**config.mk**
```make
export PLATFORM = sky130hd
export DESIGN_NAME = blit_ram_arb_flat
export DESIGN_NICKNAME = d
export VERILOG_FILES = /design/src/rtl/blit_ram_arb_if.sv /design/src/rtl/blit_ram_arb.sv /design/src/flat_wrapper.sv
export SDC_FILE = /design/constraint.sdc
export NUM_CORES = 1
export LEC_CHECK = 0
export BUFFER_PORTS_ARGS = -buffer_cell sky130_fd_sc_hd__buf_2
export CELL_PAD_IN_SITES_DETAIL_PLACEMENT = 0
export CELL_PAD_IN_SITES_GLOBAL_PLACEMENT = 1
export CORE_MARGIN = 2
export CORE_UTILIZATION = 38
export DETAILED_ROUTE_END_ITERATION = 16
export PLACE_DENSITY_LB_ADDON = 0.1
export SKIP_CTS_REPAIR_TIMING = 1
export SLEW_MARGIN = 20
export SYNTH_ARGS = -nofsm -noshare
export SYNTH_HDL_FRONTEND = slang
export SYNTH_SLANG_ARGS = --single-unit
```
**constraint.sdc**
```tcl
create_clock -name clk -period 1.66 [get_ports clk]
set_input_delay 0.332 -clock clk [delete_from_list [all_inputs] [get_ports clk]]
set_output_delay 0.332 -clock clk [all_outputs]
set_load 0.1 [all_outputs]
```
**src/rtl/blit_ram_arb_if.sv**
```systemverilog
// Bus bundle around the main-memory arbiter: CPU RAM path, video fetcher
// and the single memory-controller port.
interface blit_ram_arb_if;
  // CPU RAM path from the bus decoder
  logic        cpu_ram_req;
  logic [17:0] cpu_ram_addr;
  logic [15:0] cpu_ram_wdata;
  logic [1:0]  cpu_ram_wstrb;
  logic        cpu_ram_we;
  logic        cpu_ram_ack;
  logic [15:0] cpu_ram_rdata;
  // Video refresh fetcher
  logic        vid_req;
  logic [16:0] vid_addr;
  logic        vid_valid;
  logic [15:0] vid_data;
  logic        vid_done;
  // Memory controller port
  logic        mem_req;
  logic [16:0] mem_addr;
  logic [15:0] mem_wdata;
  logic [1:0]  mem_wstrb;
  logic        mem_we;
  logic        mem_ack;
  logic [15:0] mem_rdata;

  // Arbiter side: serves both requesters, drives the memory port
  modport slave (
    input  cpu_ram_req, cpu_ram_addr, cpu_ram_wdata, cpu_ram_wstrb, cpu_ram_we,
    input  vid_req, vid_addr, mem_ack, mem_rdata,
    output cpu_ram_ack, cpu_ram_rdata, vid_valid, vid_data, vid_done,
    output mem_req, mem_addr, mem_wdata, mem_wstrb, mem_we
  );

  // Surrounding system side: requesters plus memory controller
  modport master (
    output cpu_ram_req, cpu_ram_addr, cpu_ram_wdata, cpu_ram_wstrb, cpu_ram_we,
    output vid_req, vid_addr, mem_ack, mem_rdata,
    input  cpu_ram_ack, cpu_ram_rdata, vid_valid, vid_data, vid_done,
    input  mem_req, mem_addr, mem_wdata, mem_wstrb, mem_we
  );
endinterface

```
**src/rtl/blit_ram_arb.sv**
```systemverilog
// Main-memory arbiter: shares one 16-bit memory port between single-word CPU
// accesses and sequential video bursts, alternating word by word when both
// sources are waiting. BURST_LEN must be >= 1 and 2**CNT_W > BURST_LEN.
module blit_ram_arb #(
  parameter int BURST_LEN = 8,
  parameter int CNT_W     = 4
) (
  input  logic          clk,
  input  logic          rstn,
  blit_ram_arb_if.slave bus
);

  typedef enum logic [1:0] {ST_IDLE, ST_CPU, ST_VID} state_e;

  state_e           state_q;
  // Captured CPU request
  logic             cpu_pend_q;
  logic [16:0]      cpu_addr_q;
  logic [15:0]      cpu_wdata_q;
  logic [1:0]       cpu_wstrb_q;
  logic             cpu_we_q;
  // Active video burst
  logic             vid_act_q;
  logic [16:0]      vptr_q;
  logic [CNT_W-1:0] cnt_q;
  // 1 = CPU was granted last, 0 = video was granted last
  logic             last_cpu_q;
  // Registered outputs
  logic             cpu_ack_q;
  logic [15:0]      cpu_rdata_q;
  logic             vid_valid_q;
  logic [15:0]      vid_data_q;
  logic             vid_done_q;
  logic             mem_req_q;
  logic [16:0]      mem_addr_q;
  logic [15:0]      mem_wdata_q;
  logic [1:0]       mem_wstrb_q;
  logic             mem_we_q;

  logic             grant_cpu_d;
  logic             burst_last;
  logic             addr_lsb_unused;

  // Byte lane selection comes from the strobes, so the byte address LSB is dropped
  assign addr_lsb_unused = bus.cpu_ram_addr[0];

  // CPU wins when it is the only requester or when video was served last
  always_comb begin
    grant_cpu_d = cpu_pend_q && (!vid_act_q || !last_cpu_q);
  end

  assign burst_last = (cnt_q == CNT_W'(BURST_LEN - 1));

  // Request capture, arbitration and memory handshake with registered outputs
  always_ff @(posedge clk) begin
    if (!rstn) begin
      state_q     <= ST_IDLE;
      cpu_pend_q  <= 1'b0;
      cpu_addr_q  <= '0;
      cpu_wdata_q <= '0;
      cpu_wstrb_q <= '0;
      cpu_we_q    <= 1'b0;
      vid_act_q   <= 1'b0;
      vptr_q      <= '0;
      cnt_q       <= '0;
      last_cpu_q  <= 1'b0;
      cpu_ack_q   <= 1'b0;
      cpu_rdata_q <= '0;
      vid_valid_q <= 1'b0;
      vid_data_q  <= '0;
      vid_done_q  <= 1'b0;
      mem_req_q   <= 1'b0;
      mem_addr_q  <= '0;
      mem_wdata_q <= '0;
      mem_wstrb_q <= '0;
      mem_we_q    <= 1'b0;
    end else begin
      cpu_ack_q   <= 1'b0;
      vid_valid_q <= 1'b0;
      vid_done_q  <= 1'b0;

      // A new pulse is only taken while the source has nothing outstanding
      if (bus.cpu_ram_req && !cpu_pend_q) begin
        cpu_pend_q  <= 1'b1;
        cpu_addr_q  <= bus.cpu_ram_addr[17:1];
        cpu_wdata_q <= bus.cpu_ram_wdata;
        cpu_wstrb_q <= bus.cpu_ram_wstrb;
        cpu_we_q    <= bus.cpu_ram_we;
      end
      if (bus.vid_req && !vid_act_q) begin
        vid_act_q <= 1'b1;
        vptr_q    <= bus.vid_addr;
        cnt_q     <= '0;
      end

      case (state_q)
        ST_IDLE: begin
          if (grant_cpu_d) begin
            state_q     <= ST_CPU;
            mem_req_q   <= 1'b1;
            mem_addr_q  <= cpu_addr_q;
            mem_wdata_q <= cpu_wdata_q;
            mem_wstrb_q <= cpu_wstrb_q;
            mem_we_q    <= cpu_we_q;
          end else if (vid_act_q) begin
            state_q     <= ST_VID;
            mem_req_q   <= 1'b1;
            mem_addr_q  <= vptr_q;
            mem_wdata_q <= '0;
            mem_wstrb_q <= 2'b11;
            mem_we_q    <= 1'b0;
          end
        end
        ST_CPU: begin
          if (bus.mem_ack) begin
            mem_req_q   <= 1'b0;
            cpu_ack_q   <= 1'b1;
            cpu_rdata_q <= bus.mem_rdata;
            cpu_pend_q  <= 1'b0;
            last_cpu_q  <= 1'b1;
            state_q     <= ST_IDLE;
          end
        end
        ST_VID: begin
          if (bus.mem_ack) begin
            mem_req_q   <= 1'b0;
            vid_valid_q <= 1'b1;
            vid_data_q  <= bus.mem_rdata;
            vptr_q      <= vptr_q + 17'd1;
            cnt_q       <= cnt_q + CNT_W'(1);
            last_cpu_q  <= 1'b0;
            state_q     <= ST_IDLE;
            if (burst_last) begin
              vid_done_q <= 1'b1;
              vid_act_q  <= 1'b0;
            end
          end
        end
        default: state_q <= ST_IDLE;
      endcase
    end
  end

  assign bus.cpu_ram_ack   = cpu_ack_q;
  assign bus.cpu_ram_rdata = cpu_rdata_q;
  assign bus.vid_valid     = vid_valid_q;
  assign bus.vid_data      = vid_data_q;
  assign bus.vid_done      = vid_done_q;
  assign bus.mem_req       = mem_req_q;
  assign bus.mem_addr      = mem_addr_q;
  assign bus.mem_wdata     = mem_wdata_q;
  assign bus.mem_wstrb     = mem_wstrb_q;
  assign bus.mem_we        = mem_we_q;

endmodule
```
**src/flat_wrapper.sv**
```systemverilog
// flat-port wrapper written by rule: the top's interface ports become plain ports
module blit_ram_arb_flat 
#(
  parameter int BURST_LEN = 8,
  parameter int CNT_W     = 4
)
  (clk, rstn, bus_cpu_ram_req, bus_cpu_ram_addr, bus_cpu_ram_wdata, bus_cpu_ram_wstrb, bus_cpu_ram_we, bus_vid_req, bus_vid_addr, bus_mem_ack, bus_mem_rdata, bus_cpu_ram_ack, bus_cpu_ram_rdata, bus_vid_valid, bus_vid_data, bus_vid_done, bus_mem_req, bus_mem_addr, bus_mem_wdata, bus_mem_wstrb, bus_mem_we);
  blit_ram_arb_if bus_i ();
  input  logic clk;
  input  logic rstn;
  input wire logic [$bits(bus_i.cpu_ram_req)-1:0] bus_cpu_ram_req;
  input wire logic [$bits(bus_i.cpu_ram_addr)-1:0] bus_cpu_ram_addr;
  input wire logic [$bits(bus_i.cpu_ram_wdata)-1:0] bus_cpu_ram_wdata;
  input wire logic [$bits(bus_i.cpu_ram_wstrb)-1:0] bus_cpu_ram_wstrb;
  input wire logic [$bits(bus_i.cpu_ram_we)-1:0] bus_cpu_ram_we;
  input wire logic [$bits(bus_i.vid_req)-1:0] bus_vid_req;
  input wire logic [$bits(bus_i.vid_addr)-1:0] bus_vid_addr;
  input wire logic [$bits(bus_i.mem_ack)-1:0] bus_mem_ack;
  input wire logic [$bits(bus_i.mem_rdata)-1:0] bus_mem_rdata;
  output wire logic [$bits(bus_i.cpu_ram_ack)-1:0] bus_cpu_ram_ack;
  output wire logic [$bits(bus_i.cpu_ram_rdata)-1:0] bus_cpu_ram_rdata;
  output wire logic [$bits(bus_i.vid_valid)-1:0] bus_vid_valid;
  output wire logic [$bits(bus_i.vid_data)-1:0] bus_vid_data;
  output wire logic [$bits(bus_i.vid_done)-1:0] bus_vid_done;
  output wire logic [$bits(bus_i.mem_req)-1:0] bus_mem_req;
  output wire logic [$bits(bus_i.mem_addr)-1:0] bus_mem_addr;
  output wire logic [$bits(bus_i.mem_wdata)-1:0] bus_mem_wdata;
  output wire logic [$bits(bus_i.mem_wstrb)-1:0] bus_mem_wstrb;
  output wire logic [$bits(bus_i.mem_we)-1:0] bus_mem_we;
  assign bus_i.cpu_ram_req = bus_cpu_ram_req;
  assign bus_i.cpu_ram_addr = bus_cpu_ram_addr;
  assign bus_i.cpu_ram_wdata = bus_cpu_ram_wdata;
  assign bus_i.cpu_ram_wstrb = bus_cpu_ram_wstrb;
  assign bus_i.cpu_ram_we = bus_cpu_ram_we;
  assign bus_i.vid_req = bus_vid_req;
  assign bus_i.vid_addr = bus_vid_addr;
  assign bus_i.mem_ack = bus_mem_ack;
  assign bus_i.mem_rdata = bus_mem_rdata;
  assign bus_cpu_ram_ack = bus_i.cpu_ram_ack;
  assign bus_cpu_ram_rdata = bus_i.cpu_ram_rdata;
  assign bus_vid_valid = bus_i.vid_valid;
  assign bus_vid_data = bus_i.vid_data;
  assign bus_vid_done = bus_i.vid_done;
  assign bus_mem_req = bus_i.mem_req;
  assign bus_mem_addr = bus_i.mem_addr;
  assign bus_mem_wdata = bus_i.mem_wdata;
  assign bus_mem_wstrb = bus_i.mem_wstrb;
  assign bus_mem_we = bus_i.mem_we;
  blit_ram_arb #(.BURST_LEN(BURST_LEN), .CNT_W(CNT_W)) u_core (.clk(clk), .rstn(rstn), .bus(bus_i));
endmodule
```
==> impl_metrics.toml <==
[clock_tree]
cts-buffers-inserted = 17
clk_pin_slew_ns = 0.06
htree_levels = 4
cts.sinks = 134
ctsRootBufferMaster = "clkbuf_16"
cts_max_path_buffers = 2
cts_tree = "built"
clk_latency_ns = 0.42

[timing]
relSlewSlack_pct = 66.4
setup_ws_ns = 0.0443
fin_crit_sh_pct = 97.3
finalSetupViolCount = 0
worst_clock_skew_ns = 0.00868
grt_setup_unrepaired = "true"
hold_violations = 0
max_freq_mhz = 619
period_needed_ns = 1.62
drv_slew = 0
worst_slew_pin_slew_ns = 0.508

[pwr]
powerDensity_nw_per_um2 = 1350
pwr-share-comb_pct = 22.3
ir_drop_v = 0.000872
p_sw_share_pct = 33.6
power.internal_mw = 6.19
finalPower_mw = 9.33
p_seq_share_pct = 38.5
p_switching_mw = 3.13
p_leak_nw = 3.02
power_frac_clock_pct = 39.3

[yosys]
yosysTopAreaCell = "dfxtp_1"
synthesis.nets = 676
async_flop_share_pct = 0
avgSynthCellArea_um2 = 8.83
synth-seq-area-share_pct = 51.0
ys_warn_count = 0
netlist_area_um2 = 5260
netlist.area_leader.share_pct = 51.0
netlist_instances = 595
yosys-top-cells-area = "dfxtp_1, nand2_1, a21oi_1"
ys_seq_elements = 134
ys_types = 53
synth-edff-count = 0
synth_flop_cell = "dfxtp_1"

[global_route]
busiest_layer = "met2"
grt.met3_usage_pct = 6.09
grt_pass1_wl_um = 22800
groute.usage.overall_pct = 19.8
antenna_found_initial = 0
met2_usage_pct = 32.1
grt_pass1_vias = 4588
grt_max_degree = 62
use_met1_pct = 24.7
grt-ovfl-total = 0

[placed_design]
gp_congestion = 0.858
dp_hpwl_um = 9990
dp_worst_setup_slack_ns = -0.0545
portBuffers = 145

[floorplanning]
die_area_um2 = 14800
io_pins = 147
dieWidth_um = 122
die_height_um = 122
core_area_um2 = 13300
rows = 42
start_util_pct = 39.4

[routing]
drtAntennaViolNets = 0
firstDrtPassIters = 4
wl_um = 14300
via_per_inst = 5.08
drtIter0Drc = 283
wl_per_cell_um = 15.3
drc = 0
vias = 4767

[critical_path]
worstSetupPathType = "reg -> reg"
crit_arrival_ns = 1.96
start_kind = "flip-flop"
critPathMaxFanout = 9
end_kind = "flip-flop"
crit_required_ns = 2.00

[min_path]
hold_class = "in -> reg"

[status]
outcome = "completed"

[final_layout]
n_antenna_cell = 0
nets = 831
synthToLayoutAreaGrowth_pct = 31.9
final_cell_mix = "buf_2, dfxtp_1, nand2_1"
final_common_cell = "buf_2"
drive_above_1_share_pct = 30.8

[job]
maxCapViolations = 0
[synth_stat cells, drive strengths merged (8+ instances only)]
library cell  instances
a211oi               23
a21oi                66
a22o                 17
a22oi                21
buf                  24
clkbuf               18
dfxtp               134
inv                   8
mux2i                19
nand2               119
nor2                 62
nor3                  9
o21ai                13
[power groups by stage]
| stage | logic (mW) | registers (mW) | clock network (mW) |
|---|---|---|---|
| after floorplan | 0.670 | 4.52 | 0 |
| after global placement | 2.05 | 3.65 | 0 |
| after detailed placement | 2.07 | 3.65 | 0 |
| after CTS | 2.08 | 3.59 | 3.75 |
| after global routing | 2.22 | 3.61 | 3.90 |
| final | 2.08 | 3.59 | 3.66 |
[flip-flops by register name (all words and copies together), names as in the netlist, 2 cells and up]
signal and count:
u_core.bus.cpu_ram_rdata 16, u_core.cpu_addr_q 17, u_core.bus.mem_wstrb 2, u_core.vptr_q 17
u_core.bus.mem_wdata 16, u_core.bus.vid_data 16, u_core.bus.mem_addr 17, u_core.cpu_wstrb_q 2
u_core.cpu_wdata_q 16, u_core.state_q 2, u_core.cnt_q 4
[metal layers]
layer / share of wire, % / vias to the layer above
met3: 6.9 / 16
li1: - / 2394
met2: 48 / 129
met1: 44 / 2228
met4: 1.4 / 0
met5: 0 / -
[worst paths after layout]
path | to | from | depth (start not counted) | slack (ns)
worst max-delay path | u_core.vptr_q[11] | u_core.state_q[0] | 7 | 0.04
worst min-delay path | u_core.cpu_pend_q | bus_cpu_ram_req | 2 | 0.14
worst max register to register | u_core.vptr_q[11] | u_core.state_q[0] | 7 | 0.04
worst min register to register | u_core.cpu_wdata_q[8] | u_core.cpu_wdata_q[8] | 2 | 0.45
[logic make-up (layout without fill, tap and decap cells)]
family	count (synthesis)	in the layout	share of synthesized area, %
buffers and inverters	50	218	4.52
and+or+nand+nor	219	219	18.5
AOI/OAI and AO/OA	167	167	20.8
DFF	134	134	51.0
adders and majority gates	6	6	1.43
muxes	19	19	3.62
[per-stage QoR]
| stage | instances | setup TNS (ns) | util (%) | hold WS [ns] | instance area [um2] |
|---|---|---|---|---|---|
| 6_report | 939 | 0 | 51.9 | 0.140 | 6930 |
| 5_1_grt | 939 | -0.0159 | 51.9 | 0.125 | 6930 |
| 4_1_cts | 937 | -0.522 | 51.5 | 0.122 | 6880 |
| 3_5_place_dp | 905 | -0.266 | 47.2 | 0.446 | 6300 |
| 3_3_place_gp | 905 | 0 | 47.2 | 0.440 | 6300 |
| 2_1_floorplan | 595 | 0 | - | 0.436 | 5260 |
[layout make-up]
| class | instances | area (um2) |
|---|---|---|
| multi-input cells | 411 | 2380 |
| flip-flops and latches | 134 | 2680 |
| repair buffers | 178 | 1040 |
| well taps | 176 | 220 |
| clock inverters | 15 | 155 |
| inverters | 8 | 31.3 |
| fillers | 1317 | 6420 |
| clock buffers | 17 | 425 |
[worst max-delay path, cell delays in order (launching register included)]
cell     delay, ns
dfxtp_1       0.31
inv_1         0.08
ha_2          0.23
and2_4        0.23
nor2_4        0.08
buf_4         0.14
a311o_1       0.31
a31oi_1       0.15
Power figures use the tool's default switching activity.
